**src/rtl/digit_pair_sequencer_pkg.sv**
```systemverilog
// ============================================================================
// digit_pair_sequencer_pkg : shared online-arithmetic types and digit helpers
// Rev 1.0
// ============================================================================
`default_nettype none

package digit_pair_sequencer_pkg;

   localparam int DIGITS_PER_WORD = 4;

   // Signed-digit encoding {plus,minus}; 2'b11 is not a legal digit
   localparam logic [1:0] POS  = 2'b10;
   localparam logic [1:0] NEG  = 2'b01;
   localparam logic [1:0] ZERO = 2'b00;

   typedef enum logic [1:0] {
      IDLE   = 2'd0,
      ACCEPT = 2'd1,
      WRITE  = 2'd2,
      DONE   = 2'd3
   } state_e;

   function automatic logic digit_legal(input logic [1:0] d);
      return (d != 2'b11);
   endfunction

endpackage

`default_nettype wire

```
**src/rtl/digit_pair_sequencer.sv**
```systemverilog
// ============================================================================
// digit_pair_sequencer : accepts signed-digit pairs and sequences RAM word writes
// Rev 1.0
// ============================================================================
`default_nettype none

module digit_pair_sequencer
   import digit_pair_sequencer_pkg::*;
#(
   parameter int NUM_WORDS_MAX = 128
) (
   input  logic                                                clk,
   input  logic                                                rst_n,
   input  logic                                                start,
   input  logic [$clog2(NUM_WORDS_MAX)-1:0]                    num_words,
   input  logic                                                in_valid,
   input  logic [1:0]                                          x_digit,
   input  logic [1:0]                                          y_digit,
   output logic                                                in_ready,
   output logic [1:0]                                          x_input,
   output logic [1:0]                                          y_input,
   output logic [$clog2(NUM_WORDS_MAX*DIGITS_PER_WORD)-1:0]    cnt,
   output logic [$clog2(NUM_WORDS_MAX)-1:0]                    computation_cycles,
   output logic                                                we,
   output logic                                                write_enable,
   output logic                                                busy,
   output logic                                                done,
   output logic                                                digit_err
);

   localparam int AW = $clog2(NUM_WORDS_MAX);
   localparam int CW = $clog2(NUM_WORDS_MAX*DIGITS_PER_WORD);
   localparam logic [1:0] LAST_NIB = 2'(DIGITS_PER_WORD-1);

   typedef logic [AW-1:0] addr_t;
   typedef logic [CW:0]   cnt_ext_t;

   state_e        state_q, state_d;
   addr_t         num_words_q, num_words_d;
   addr_t         cc_q, cc_d;
   logic [CW-1:0] cnt_q, cnt_d;
   logic [1:0]    x_q, x_d, y_q, y_d;
   logic          err_q, err_d;
   logic          in_ready_q, in_ready_d;
   logic          we_q, we_d;
   logic          busy_q, busy_d;
   logic          done_q, done_d;

   cnt_ext_t      next_cnt_w;
   cnt_ext_t      target_w;

   // One extra bit so a full 0-means-max load (512 digits) is comparable
   assign next_cnt_w = cnt_ext_t'(cnt_q) + cnt_ext_t'(1);
   assign target_w   = (num_words_q == '0) ? cnt_ext_t'(NUM_WORDS_MAX*DIGITS_PER_WORD)
                                           : cnt_ext_t'(num_words_q) * cnt_ext_t'(DIGITS_PER_WORD);

   always_comb begin
      state_d     = state_q;
      num_words_d = num_words_q;
      cc_d        = cc_q;
      cnt_d       = cnt_q;
      x_d         = x_q;
      y_d         = y_q;
      err_d       = err_q;
      case (state_q)
         IDLE: begin
            if (start) begin
               state_d     = ACCEPT;
               num_words_d = num_words;
               cc_d        = '0;
               cnt_d       = '0;
               err_d       = 1'b0;
            end
         end
         ACCEPT: begin
            if (in_valid) begin
               x_d     = digit_legal(x_digit) ? x_digit : ZERO;
               y_d     = digit_legal(y_digit) ? y_digit : ZERO;
               err_d   = err_q | ~digit_legal(x_digit) | ~digit_legal(y_digit);
               state_d = WRITE;
            end
         end
         WRITE: begin
            cnt_d = next_cnt_w[CW-1:0];
            if (cnt_q[1:0] == LAST_NIB) begin
               cc_d = cc_q + addr_t'(1);
            end
            state_d = (next_cnt_w == target_w) ? DONE : ACCEPT;
         end
         DONE: begin
            state_d = IDLE;
         end
         default: begin
            state_d = IDLE;
         end
      endcase
   end

   // Status strobes are decoded from the next state so they register alongside it
   always_comb begin
      in_ready_d = (state_d == ACCEPT);
      we_d       = (state_d == WRITE);
      done_d     = (state_d == DONE);
      busy_d     = (state_d != IDLE);
   end

   always_ff @(posedge clk or negedge rst_n) begin
      if (!rst_n) begin
         state_q     <= IDLE;
         num_words_q <= '0;
         cc_q        <= '0;
         cnt_q       <= '0;
         x_q         <= '0;
         y_q         <= '0;
         err_q       <= 1'b0;
         in_ready_q  <= 1'b0;
         we_q        <= 1'b0;
         busy_q      <= 1'b0;
         done_q      <= 1'b0;
      end else begin
         state_q     <= state_d;
         num_words_q <= num_words_d;
         cc_q        <= cc_d;
         cnt_q       <= cnt_d;
         x_q         <= x_d;
         y_q         <= y_d;
         err_q       <= err_d;
         in_ready_q  <= in_ready_d;
         we_q        <= we_d;
         busy_q      <= busy_d;
         done_q      <= done_d;
      end
   end

   assign in_ready           = in_ready_q;
   assign x_input            = x_q;
   assign y_input            = y_q;
   assign cnt                = cnt_q;
   assign computation_cycles = cc_q;
   assign we                 = we_q;
   assign write_enable       = we_q;
   assign busy               = busy_q;
   assign done               = done_q;
   assign digit_err          = err_q;

endmodule

`default_nettype wire

```
**config.mk**
```make
export PLATFORM = sky130hd
export DESIGN_NAME = digit_pair_sequencer
export DESIGN_NICKNAME = d
export VERILOG_FILES = /design/src/rtl/digit_pair_sequencer_pkg.sv /design/src/rtl/digit_pair_sequencer.sv
export SDC_FILE = /design/constraint.sdc
export NUM_CORES = 1
export LEC_CHECK = 0
export BUFFER_PORTS_ARGS = -buffer_cell sky130_fd_sc_hd__buf_2
export CORE_MARGIN = 5
export CORE_UTILIZATION = 57
export CTS_CLUSTER_DIAMETER = 200
export DETAILED_ROUTE_END_ITERATION = 10
export GPL_ROUTABILITY_DRIVEN = 0
export HOLD_SLACK_MARGIN = 0.15
export PLACE_DENSITY = 0.84
export SYNTH_ARGS = -nofsm -noshare
export SYNTH_HDL_FRONTEND = slang
export SYNTH_SLANG_ARGS = --single-unit
```
**constraint.sdc**
```tcl
create_clock -name clk -period 3 [get_ports clk]
set_input_delay 0.15 -clock clk [delete_from_list [all_inputs] [get_ports clk]]
set_output_delay 0.15 -clock clk [all_outputs]
set_load 0.01 [all_outputs]
```
==> flow_summary_export.csv, run 1 <==
group,metric,value,unit
status,status,"complete, no violations",
power,p_comb_share,31.7,%
floorplan,core,0.00303,sq mm
worst_setup_path,crit_buf_inv,0,
route,detail-route-antenna-nets,0,
timing,max-slew-margin-rel,34.5,%
timing,worst_slew_pin_slew,0.981,ns
worst_setup_path,reg2reg_depth,6,
synth,syn_area_per_cell,10.2,sq um
layout,nFillCells,226,
cts,cts.sinks,34,
worst_setup_path,worstPathMaxFanout,8,
timing,fin_worst_skew,0.0215,ns
synth,syn-num-nets,192,
cts,cts_root_buf,"clkbuf_4",
global_route,grt_antenna_before_repair,0,
floorplan,io_pins,41,
cts,clockBufferDepth,2,
route,drt_iter0_drc,115,
timing,rsz0062_at_grt,"false",
power,switching_share,38.2,%
global_route,grt_usage,23.2,%
route,drt-pass1-iter-count,4,
hold_path,hold_class,"in2async",
placement,place_ws,0.881,ns
synth,yosysUniqueCellTypes,36,
synth,ys_warn_count,0,
floorplan,start_util,59.0,%
cts,cts_tree,"done",
power,powerDensity,664,mW/mm^2
layout,final_util,73.4,%
placement,portBuffers,40,
cts,numCtsBuffers,5,
timing,fin_crit,2.16,ns
power,clkPwrFrac,19.4,%
synth,syn-cell-area,0.00179,sq mm
cts,post-cts-setup-buffer-count,0,
synth,ys_ff_latch,34,
timing,setup_tns,0,ns
worst_setup_path,critical-path-max-stage-delay,0.47,ns
timing,fin_crit_sh,72.0,%
power,p_switching,0.000563,W
cts,htreeDepth,2,
flow_run,maxCapViolations,0,
worst_setup_path,setup.worst_path.class,"reg2reg",
route,routed_wl,4380,um
layout,seq_area,851,sq um
layout,final_layout_size_suffix_gt1_share,26.5,%
timing,hold_ws,0.365,ns
layout,instances_no_fill,274,
route,wl_per_cell,16.0,um
global_route,grt_remaining_overflow,0,
global_route,grt_pass1_vias,1537,
floorplan,design.die.area,0.00435,sq mm
worst_setup_path,r2r_slack,0.84,ns
worst_setup_path,arrival,2.46,ns
floorplan,die_h,66.0,um
worst_setup_path,timing.rr.start,"cnt[0]",
synth,yosysSeqAreaShare,47.7,%
layout,diodes,0,
worst_setup_path,critPathCaptureType,"flip-flop",
floorplan,rows,20,
layout,nNetsFinal,246,
route,drc,0,
timing,hold_viol,0,
layout,multiInputGateArea,860,sq um
power,vdd_ir_drop_max,0.439,mV
worst_setup_path,r2r_end,"state_q[1]",
worst_setup_path,cp_cell_sequence,"ha_1 -> and3_1 -> xnor2_1 -> o32a_1 -> a2111oi_4 -> or2_1",
worst_setup_path,cp_top_family,"compound AO/OA/AOI/OAI gates",
timing,layout_setup_ws,0.839,ns
worst_setup_path,cpMaxStageDelayCell,"dfrtp_1",
power,p_leak,1.07,nW
timing,fmax,463,MHz
worst_setup_path,crit_required,3.30,ns
route,vias_per_cell,5.68,
global_route,grt_first_pass_wirelength,7420,um
cts,clk_pin_slew,0.12,ns
synth,syn_inst,175,
timing,setup_viol,0,
placement,hpwl,2900,um
power,p_int,0.000913,W
placement,dp.cells,250,
route,vias,1555,
worst_setup_path,critical_path.startpoint_type,"flip-flop",
global_route,grt_max_degree,35,
cts,clk_latency,0.36,ns
layout,syn_to_final_growth,24.5,%
floorplan,chipWidth,66.0,um
power,seqPwrFrac,48.9,%
timing,slew_viol_final,0,
[registers in the layout (all words and copies together) (netlist names), 2 cells and up]
name                flops
x_input                 2
state_q                 2
cnt                     9
computation_cycles      7
y_input                 2
num_words_q             7
[layer usage]
layer	vias to the layer above	routed length, um	global-route usage (%)
li1	730	-	-
met4	0	96	9.14
met3	8	259	6.46
met1	753	1820	26.9
met2	64	2210	40.3
met5	-	0	0
[cell families after synthesis]
| logic type | after synthesis | synth area share, % |
|---|---|---|
| buffers and inverters | 17 | 4.20 |
| adders and majority gates | 2 | 1.40 |
| xor gates and xnor gates | 12 | 5.89 |
| AOI/OAI and AO/OA | 36 | 14.6 |
| and+or+nand+nor | 63 | 19.5 |
| muxes | 11 | 6.80 |
| DFF | 34 | 47.7 |
[stage by stage]
step	area, sq um	power [W]
after floorplan	1790	0.00101
after global placement	2000	0.00113
after detailed placement	2000	0.00117
after CTS	2220	0.00147
after global routing	2220	0.00157
final	2220	0.00148
[area by class of cell]
type	count	area share [%]
clock buffer	6	2.31
timing repair buffer	57	16.5
clock inverter	2	0.563
multi-input combinational	124	38.7
sequential	34	38.3
inverter	7	1.18
tap	44	2.48
[worst max-delay path by stage]
stage            from    endpoint  slack (ns)  cells past startpoint
2_1_floorplan  cnt[0]    in_ready        1.04                      6
3_3_place_gp   cnt[0]    in_ready        1.01                      6
3_5_place_dp   cnt[0]    in_ready        0.88                      6
4_1_cts        cnt[0]  state_q[1]        0.86                      6
5_1_grt        cnt[0]  state_q[1]        0.70                      6
6_report       cnt[0]  state_q[1]        0.84                      6
[power groups by stage]
| stage | clock network [W] | logic [W] | registers (W) |
|---|---|---|---|
| after floorplan | 0 | 0.000322 | 0.000690 |
| after global placement | 0 | 0.000420 | 0.000715 |
| after detailed placement | 0 | 0.000447 | 0.000726 |
| after CTS | 0.000289 | 0.000465 | 0.000716 |
| after global routing | 0.000316 | 0.000512 | 0.000742 |
| final | 0.000287 | 0.000468 | 0.000721 |
[repair_timing]
action,4_1_cts,5_1_grt
endpoints found under the setup margin,0,0
gates resized for setup,0,0
hold buffers,16,0
endpoints found under the hold margin,49,0
[synthesized netlist by cell type]
cell type	count	area [sq um]
nor2_1	6	22.5
buf_4	2	15.0
dfrtp_1	34	851
a21o_1	2	15.0
nor3b_1	1	7.51
or3_1	4	25.0
xnor2_1	8	70.1
and4_4	1	11.3
nor4_1	1	6.26
o2111ai_1	1	8.76
a21oi_1	6	30.0
a21boi_0	1	7.51
or2_1	1	6.26
nand2_1	17	63.8
nand4_4	1	21.3
xor2_1	4	35.0
buf_2	3	15.0
nor2b_1	4	25.0
a22oi_1	1	7.51
or4_1	2	15.0
o22ai_1	2	12.5
and3_1	2	12.5
mux2i_1	2	20.0
o21ai_0	11	55.1
nand4_1	7	43.8
a22o_1	9	78.8
nand2b_1	6	37.5
clkbuf_1	5	18.8
o32a_1	1	10.0
inv_1	7	26.3
a2111oi_4	1	27.5
nor3_1	5	25.0
o21bai_1	1	7.51
ha_1	2	25.0
nand3_1	5	25.0
mux2_2	9	101
[cell usage in the layout (no fill, tap or decap), types with 7 or more instances in the layout]
cell           Yosys  final
buf_2              3     40
dfrtp_1           34     34
dlygate4sd3_1      0     16
xnor2_1            8      8
o21ai_0           11     11
nand2_1           17     17
a22o_1             9      9
inv_1              7      7
mux2_2             9      9
nand4_1            7      7
Power figures use the tool's default switching activity.
==> inputs of run 2 (changes only) <==
--- a/config.mk
+++ b/config.mk
@@ -5,14 +5,15 @@
 export SDC_FILE = /design/constraint.sdc
 export NUM_CORES = 1
 export LEC_CHECK = 0
+export ABC_AREA = 1
 export BUFFER_PORTS_ARGS = -buffer_cell sky130_fd_sc_hd__buf_2
 export CORE_MARGIN = 5
-export CORE_UTILIZATION = 57
+export CORE_UTILIZATION = 48
 export CTS_CLUSTER_DIAMETER = 200
 export DETAILED_ROUTE_END_ITERATION = 10
 export GPL_ROUTABILITY_DRIVEN = 0
 export HOLD_SLACK_MARGIN = 0.15
-export PLACE_DENSITY = 0.84
+export PLACE_DENSITY = 0.75
 export SYNTH_ARGS = -nofsm -noshare
 export SYNTH_HDL_FRONTEND = slang
 export SYNTH_SLANG_ARGS = --single-unit
==> constraint.sdc (replaced) <==
create_clock -name clk -period 1.9 [get_ports clk]
set_input_delay 0.095 -clock clk [delete_from_list [all_inputs] [get_ports clk]]
set_output_delay 0.095 -clock clk [all_outputs]
set_load 0.01 [all_outputs]
==> flow_summary_export.csv, run 2 <==
group,metric,value,unit
status,status,"complete, no violations",
power,p_comb_share,35.2,%
synth,synth_fa_ha_area_share,1.45,%
timing,rsz0062_at_grt,"false",
cts,cts_tree,"done",
timing,fin_crit_sh,90.7,%
synth,ys.flop_type,"dfrtp_1",
global_route,grt_max_degree,35,
timing,fin_crit,1.72,ns
floorplan,die_h,69.9,um
layout,syn_to_final_growth,28.2,%
global_route,grt_usage,17.8,%
timing,fmax,580,MHz
floorplan,chipWidth,69.9,um
timing,setup_viol,0,
timing,fin_worst_skew,0.0122,ns
route,drt-pass1-iter-count,4,
power,clkPwrFrac,19.1,%
global_route,grt_remaining_overflow,0,
layout,final_layout_size_suffix_gt1_share,21.7,%
worst_setup_path,arrival,1.96,ns
synth,syn-cell-area,0.00172,sq mm
synth,synth_top_family_by_area,"simple AND/OR/NAND/NOR gates",
timing,hold_viol,0,
cts,htreeDepth,2,
cts,post-cts-setup-buffer-count,0,
synth,yosys.area_share.xor_xnor,1.02,%
synth,muxShareOfSynthArea,0,%
power,switching_share,38.2,%
synth,ys_ff_latch,34,
synth,synthSimpleGateAreaFrac,28.8,%
placement,hpwl,2820,um
worst_setup_path,worstPathMaxFanout,6,
timing,setup_tns,0,ns
floorplan,design.die.area,0.00489,sq mm
layout,diodes,0,
global_route,grt_antenna_before_repair,0,
synth,syn_inst,223,
placement,portBuffers,40,
synth,ys_top_cells_by_count,"nand2_1, dfrtp_1, inv_1, nand3_1, o21ai_0",
floorplan,core,0.00342,sq mm
route,detail-route-antenna-nets,0,
layout,layout_common_cells,"nand2_1, buf_2, dfrtp_1",
floorplan,start_util,50.4,%
power,vdd_ir_drop_max,0.767,mV
power,p_int,0.00139,W
cts,clockBufferDepth,2,
timing,worst_slew_pin_slew,0.731,ns
cts,cts.sinks,34,
synth,synth_edf_count,0,
power,p_leak,1.16,nW
synth,syn_area_per_cell,7.73,sq um
timing,max-slew-margin-rel,51.3,%
layout,largest_reg_flops,9,
worst_setup_path,crit_required,2.14,ns
cts,cts_root_buf,"clkbuf_4",
floorplan,io_pins,41,
synth,syn-num-nets,240,
synth,yosysTopAreaCell,"dfrtp_1",
synth,yosys-top-cells-area,"dfrtp_1, nand2_1, nand3_1",
synth,synth_top_area_share,49.4,%
route,vias,1658,
worst_setup_path,critical_path.startpoint_type,"flip-flop",
worst_setup_path,critPathCaptureType,"flip-flop",
power,seqPwrFrac,45.7,%
route,routed_wl,4060,um
timing,slew_viol_final,0,
flow_run,maxCapViolations,0,
synth,yosysSeqAreaShare,49.4,%
power,powerDensity,1020,mW/mm^2
layout,final_common_cell,"nand2_1",
power,p_total,0.00225,W
cts,clk_pin_slew,0.11,ns
worst_setup_path,setup.worst_path.class,"reg2reg",
hold_path,hold_class,"in2async",
layout,nNetsFinal,302,
power,p_switching,0.000859,W
global_route,grt_first_pass_wirelength,6980,um
route,vias_per_cell,4.99,
floorplan,rows,21,
global_route,grt_pass1_vias,1599,
synth,ys_warn_count,0,
cts,numCtsBuffers,5,
layout,nFillCells,295,
cts,clk_latency,0.34,ns
route,wl_per_cell,12.2,um
synth,synth-compound-area-share,11.0,%
synth,synth_most_common_cell,"nand2_1",
route,drc,0,
synth,async_reset_ff_share,100,%
route,drt_iter0_drc,157,
synth,yosysUniqueCellTypes,22,
==> run 2: critical path, stage by stage, from the launching register on <==
cell and delay [ns]:
dfrtp_1 0.45, ha_1 0.27, nand3_1 0.13, nor2_2 0.15
nand2_1 0.06, nand2_1 0.08, nand2_1 0.07, nand2_1 0.06
nand2_1 0.05, nor2_1 0.12, nand2_2 0.08, nand2_2 0.07
nor2_1 0.04
==> run 2: final timing paths <==
kind,from,end,slack [ns],cells past startpoint
hold reg to reg,computation_cycles[5],computation_cycles[5],0.49,1
hold / removal,rst_n,num_words_q[1],0.34,2
setup reg to reg,cnt[0],in_ready,0.18,12
min in group clk,computation_cycles[5],computation_cycles[5],0.49,1
setup / recovery,cnt[0],in_ready,0.18,12
max in group asynchronous,rst_n,cnt[5],1.09,2
==> run 2: layout make-up <==
class	count	area [sq um]	share of cell area, %
Clock inverter	2	12.5	0.566
Tap cell	46	57.6	2.60
Timing Repair Buffer	58	378	17.1
Sequential cell	34	851	38.5
Multi-Input combinational cell	152	732	33.1
Clock buffer	6	51.3	2.32
Inverter	34	128	5.78
==> run 2: metal layers <==
layer / GRT usage [%] / share of wire, % / up-vias
met4: 7.45 / 1.9 / 0
met1: 21.6 / 42 / 754
met2: 30.0 / 51 / 58
met3: 4.30 / 5.9 / 8
li1: - / - / 838
met5: 0 / 0 / -
==> run 2: cells by family after synthesis <==
kind of cell	count (synthesis)
adder cells (fa/ha/maj)	2
buffers and inverters	37
XOR/XNOR	2
flip-flops	34
AO/OA/AOI/OAI	35
AND/OR/NAND/NOR	113
==> run 2: metrics by stage <==
stage               cell area, sq um  setup WS, ns  cells  hold slack (ns)  utilization, %
floorplan                       1720         0.327    223           -0.201               -
global placement                1970         0.303    307            0.214            57.8
detailed placement              1970         0.205    307            0.210            57.8
CTS                             2210         0.138    332            0.362            64.6
global route                    2210       0.00133    332            0.437            64.7
finish                          2210         0.176    332            0.344            64.7
==> run 2: power groups by stage <==
stage | Sequential [W] | Combinational, W | Clock, W
6_report | 0.00103 | 0.000791 | 0.000429
2_1_floorplan | 0.00106 | 0.000439 | 0
5_1_grt | 0.00106 | 0.000906 | 0.000476
4_1_cts | 0.00103 | 0.000781 | 0.000445
3_3_place_gp | 0.00103 | 0.000716 | 0
3_5_place_dp | 0.00104 | 0.000726 | 0
==> run 2: repair_timing <==
action                                  4_1_cts  5_1_grt
hold endpoints to repair                     51        0
hold buffers                                 17        0
endpoints found under the setup margin        0        4
gates resized for setup                       0        1
